## src/rtl/cont_nbits_updown_mod.sv

```systemverilog
// N-bit modulo-M up/down counter with sync load, cascade TC and sticky wrap.
// Define CONT_SATURATE_EN to saturate at the limits instead of wrapping.
`timescale 1ns/1ps
module cont_nbits_updown_mod #(
   parameter int WIDTH  = 4,
   parameter int MODULO = 16
) (
   input  logic             clk,
   input  logic             reset_n,
   input  logic             enable,
   input  logic             up_down,
   input  logic             load,
   input  logic [WIDTH-1:0] d,
   input  logic             clr_wrap,
   output logic [WIDTH-1:0] Q,
   output logic             TC,
   output logic             wrap
);

   localparam logic [WIDTH-1:0] TOP = WIDTH'(MODULO - 1);
   localparam logic [WIDTH-1:0] ONE = WIDTH'(1);

   logic             at_top;
   logic             at_bot;
   logic             hit;
   logic [WIDTH-1:0] q_next;
   logic [WIDTH-1:0] d_clamp;

   assign at_top  = (Q == TOP);
   assign at_bot  = (Q == '0);
   assign hit     = up_down ? at_top : at_bot;
   assign TC      = enable & hit;
   assign d_clamp = (d > TOP) ? TOP : d;

   always_comb begin
      q_next = Q;
`ifdef CONT_SATURATE_EN
      if (!hit)
         q_next = up_down ? Q + ONE : Q - ONE;
`else
      if (up_down)
         q_next = at_top ? '0 : Q + ONE;
      else
         q_next = at_bot ? TOP : Q - ONE;
`endif
   end

   // a load on the limit edge suppresses the wrap flag
   always_ff @(posedge clk) begin
      if (!reset_n) begin
         Q    <= '0;
         wrap <= 1'b0;
      end else begin
         if (load)
            Q <= d_clamp;
         else if (enable)
            Q <= q_next;
         if (TC && !load)
            wrap <= 1'b1;
         else if (clr_wrap)
            wrap <= 1'b0;
      end
   end

endmodule

```

## config.mk

```make
export PLATFORM = sky130hd
export DESIGN_NAME = cont_nbits_updown_mod
export DESIGN_NICKNAME = d
export VERILOG_FILES = /design/src/rtl/cont_nbits_updown_mod.sv
export SDC_FILE = /design/constraint.sdc
export NUM_CORES = 1
export LEC_CHECK = 0
export BUFFER_PORTS_ARGS = -buffer_cell sky130_fd_sc_hd__buf_2
export CELL_PAD_IN_SITES_DETAIL_PLACEMENT = 0
export CELL_PAD_IN_SITES_GLOBAL_PLACEMENT = 1
export CORE_AREA = 10 10 47 49
export CTS_BUF_LIST = sky130_fd_sc_hd__clkbuf_4
export CTS_CLUSTER_DIAMETER = 50
export DETAILED_ROUTE_END_ITERATION = 7
export DIE_AREA = 0 0 57 59
export PLACE_DENSITY_LB_ADDON = 0.1
export SYNTH_ARGS = -nofsm -noshare
export SYNTH_HDL_FRONTEND = slang
export SYNTH_SLANG_ARGS = --single-unit
```

## constraint.sdc

```tcl
create_clock -name clk -period 2.9 [get_ports clk]
set_input_delay 0.145 -clock clk [delete_from_list [all_inputs] [get_ports clk]]
set_output_delay 0.145 -clock clk [all_outputs]
set_load 0.05 [all_outputs]
```

==> metrics list <==
- The run finished with clean final reports.
- Arr. time, crit path: about 1.6 ns
- Total Routed Length: between 1000 and 1500 um
- In this run the core area contains 14 standard-cell rows.
* CTS Buf Count: 3
- Compared with the post-synthesis result, the final layout area differs by 34.2%.
- The biggest area contributor in the post-synthesis netlist is sky130_fd_sc_hd__dfxtp_1.
* DPL Wire Length: roughly 820 um
* Wire length per cell: around 13 um
* Final #Nets: 73
* CP cell instances: inv_2, ha_1, nor4b_1, a41oi_1, nor2_1, buf_2
- On the worst path, the slowest cell contributes a delay of ~0.46 ns.
* Category of the critical setup timing path: reg -> out
* Clock slew at the register clock pins of the worst setup and hold paths: 0.04 ns
- Hold-critical path endpoint: Q[0]$_SDFFE_PN0P_
* Clk Tree Root Cell: sky130_fd_sc_hd__clkbuf_4
* Horizontal die dimension: roughly 57 um
* Most numerous cell types in the synthesized netlist: sky130_fd_sc_hd__dfxtp_1 (5), sky130_fd_sc_hd__inv_1 (5)
* Routed via count divided by cell count: just under 5
- Final Instance Area: about 480 um^2
- Area of the mapped netlist: around 360 um^2
* Detailed Routing Iterations Pass 1: 3
* Setup violation total in the final timing report: 0
* Area contributors post-synth: sky130_fd_sc_hd__dfxtp_1 (28%), sky130_fd_sc_hd__xnor2_1 (7.4%), sky130_fd_sc_hd__ha_1 (7.0%)
- Routability cong.: between 0.6 and 0.7
- Summed over all cells, the static leakage comes to 0.232 nW.
* Worst hold slack: about 0.13 ns
- The placed instances occupy a cell area of approximately 450 um^2.
* Sort of element at the start of the critical path: register
* Number of global-route vias before repair: just under 400
- Highest fanout seen on the critical path: 7
- Max clock buf depth: 2
- Of the available clock period, the critical path in the final layout requires about three fifths.
- Wire length of the first global-routing pass: ~1700 um
- Largest voltage drop on the vdd net: about 0.19 mV
- IO Port Bufs: 15
- Number of antenna violations at the first check in global routing: 0
- When the netlist entered floorplanning its net count stood at 54.
* Sink count of the clock tree: 5
- Starting Density: between 20% and 30%
- In this run the most critical hold path is launched from d[0].
- The number of failing hold endpoints at the final stage was 0.
* Post-CTS sizing: 0
- Data on the critical path is required at its endpoint by ~2.8 ns.
- Based on the critical path, the design can be clocked at up to around 560 MHz.
- Count of vias placed by the detailed router: about 370
- The count of final max-slew check failures was 0.
- Synth top area share: between 20 and 30%
- Pin placement for this block handled 16 I/O pins.
- Averaged over all synthesized cells, the footprint is around 8.5 um^2.
* H-Tree Depth: 1
- 0 antenna diodes ended up in the layout.
* TritonCTS clock tree: built
* Hold-fix buffers at CTS: 0
- After floorplanning, the core was sized to cover between 1000 and 1500 um^2.
- Cell depth of the worst flop-to-flop path: 6
* Synth Instances: 42
- CP Capture Type: output port
- Worst-case setup slack after placement: between 1 and 1.5 ns
- For this run the aggregate overflow at the end of global routing stands at 0.
* Final-layout fill cell count: 170
- Entering global routing, the biggest net connects 9 pins.
- In this run, distinct cell masters in the synthesized netlist total 23.
- Destination of the worst register-to-register timing path: wrap$_SDFFE_PN0P_
* Top flip-flop cell by instance count after synthesis: sky130_fd_sc_hd__dfxtp_1
* Number of enable flip-flop cells after synthesis: 0
- Flop and latch count out of synthesis: 5
- Once the clock tree was built, the setup fixing pass inserted 0 buffers.
* RSZ-0062 raised after global routing: no
- Sequential elements use between 20 and 30% of the synthesized area.
* Headroom to the max-slew limit: between 80% and 90%
- Critical register-to-register path startpoint: Q[0]$_SDFFE_PN0P_
* Worst-path cell with the longest stage delay: sky130_fd_sc_hd__dfxtp_1
- Of all flip-flops after synthesis, the portion carrying an async set or reset was 0%.
- Between clock sinks in the finished design, the worst skew comes to ~0.0022 ns.
- Max-capacitance violation count: 0
* Number of cells on the worst hold path: 2
- Power per cell area: ~500 nW/um^2
- At the pin with the least slew margin, the transition time is between 0.2 and 0.3 ns.
- Reg-to-reg slack, setup: ~1.4 ns
- Fraction of final layout cells with drive strength greater than 1: between 30% and 40%
* Area of the die: between 3000 and 4000 um^2
* Tot GR Track Use: around 6.2%
* Shortest clock period the worst path allows after layout: ~1.8 ns
- Count of warnings emitted by yosys: 0
- The later pin in the worst-skew pair is clocked with a latency of around 0.24 ns.
- In this run, the number of DRC markers left after iteration 0 of detailed routing was 9.
- Worst min-delay path category: in -> reg
- Post-route DRC violation count: 0
* Final worst-path setup slack: 1.12 ns
- Sum of negative setup slack: 0 ns
* Overall die height: approximately 59 um
* Detail Route Antenna Nets: 0
==> metrics by stage <==
step,std cells,util [%],total power [mW]
floorplan,42,-,0.136
global placement,72,31.9,0.159
detailed placement,72,31.9,0.158
CTS,76,34.0,0.248
global route,76,34.0,0.265
finish,76,34.0,0.243
==> cell type report <==
type	instances	area [um^2]	area share (%)
inverter	6	22.5	4.72
tap	16	20.0	4.20
timing repair buffer	15	75.1	15.7
sequential	5	100	21.0
multi-input combinational	30	229	48.0
clock buffer	4	30.0	6.30
==> sequential cells by signal, summed over array words and instances, names as in the netlist <==
name and count:
Q 4, wrap 1
==> worst max-delay path, delay by kind of cell (launching register included) <==
family | cells | cell delay [ns]
compound gates | 1 | 0.24
fa+ha+maj | 1 | 0.22
buf+inv | 2 | 0.27
flops | 1 | 0.46
simple gates | 2 | 0.20
==> worst max path at each step <==
stage	to	from	slack (ns)
after floorplan	TC	Q[0]$_SDFFE_PN0P_	0.92
after global placement	TC	Q[0]$_SDFFE_PN0P_	1.37
after detailed placement	TC	Q[0]$_SDFFE_PN0P_	1.36
after CTS	TC	Q[0]$_SDFFE_PN0P_	1.10
after global routing	TC	Q[0]$_SDFFE_PN0P_	0.95
final	TC	Q[0]$_SDFFE_PN0P_	1.12
==> layout by cell type (no fill, tap or decap), types with 2 or more instances in the layout <==
cell type                  count
sky130_fd_sc_hd__clkbuf_4      4
sky130_fd_sc_hd__o211a_1       2
sky130_fd_sc_hd__ha_1          2
sky130_fd_sc_hd__o21ai_0       3
sky130_fd_sc_hd__nor4b_1       2
sky130_fd_sc_hd__nand2_1       3
sky130_fd_sc_hd__buf_2        15
sky130_fd_sc_hd__inv_1         5
sky130_fd_sc_hd__xnor2_1       3
sky130_fd_sc_hd__dfxtp_1       5
sky130_fd_sc_hd__a21oi_1       3
==> power by group <==
group | total [mW] | switching [mW] | internal, mW | leakage, nW
logic | 0.0731 | 0.0453 | 0.0278 | 0.172
clock network | 0.0873 | 0.0261 | 0.0612 | 0.0184
registers | 0.0827 | 0.00835 | 0.0743 | 0.0415
==> cell families (layout without fill, tap and decap cells) <==
kind of cell,after synthesis,in the layout,share of synthesized area [%]
AO/OA/AOI/OAI,15,15,32.4
XOR/XNOR,3,3,7.40
adder cells (fa/ha/maj),2,2,7.04
buffers and inverters,7,25,7.39
flip-flops,5,5,28.2
multiplexers,1,1,3.17
AND/OR/NAND/NOR,9,9,14.4
==> metal layers <==
| metal | part of all wire [%] | track usage [%] | up-vias |
|---|---|---|---|
| met4 | 0 | 4.03 | 0 |
| met2 | 38 | 7.60 | 13 |
| met1 | 51 | 7.85 | 165 |
| met3 | 10 | 3.65 | 0 |
| met5 | 0 | 0 | - |
| li1 | - | - | 189 |
(Power assumes the default switching activity.)
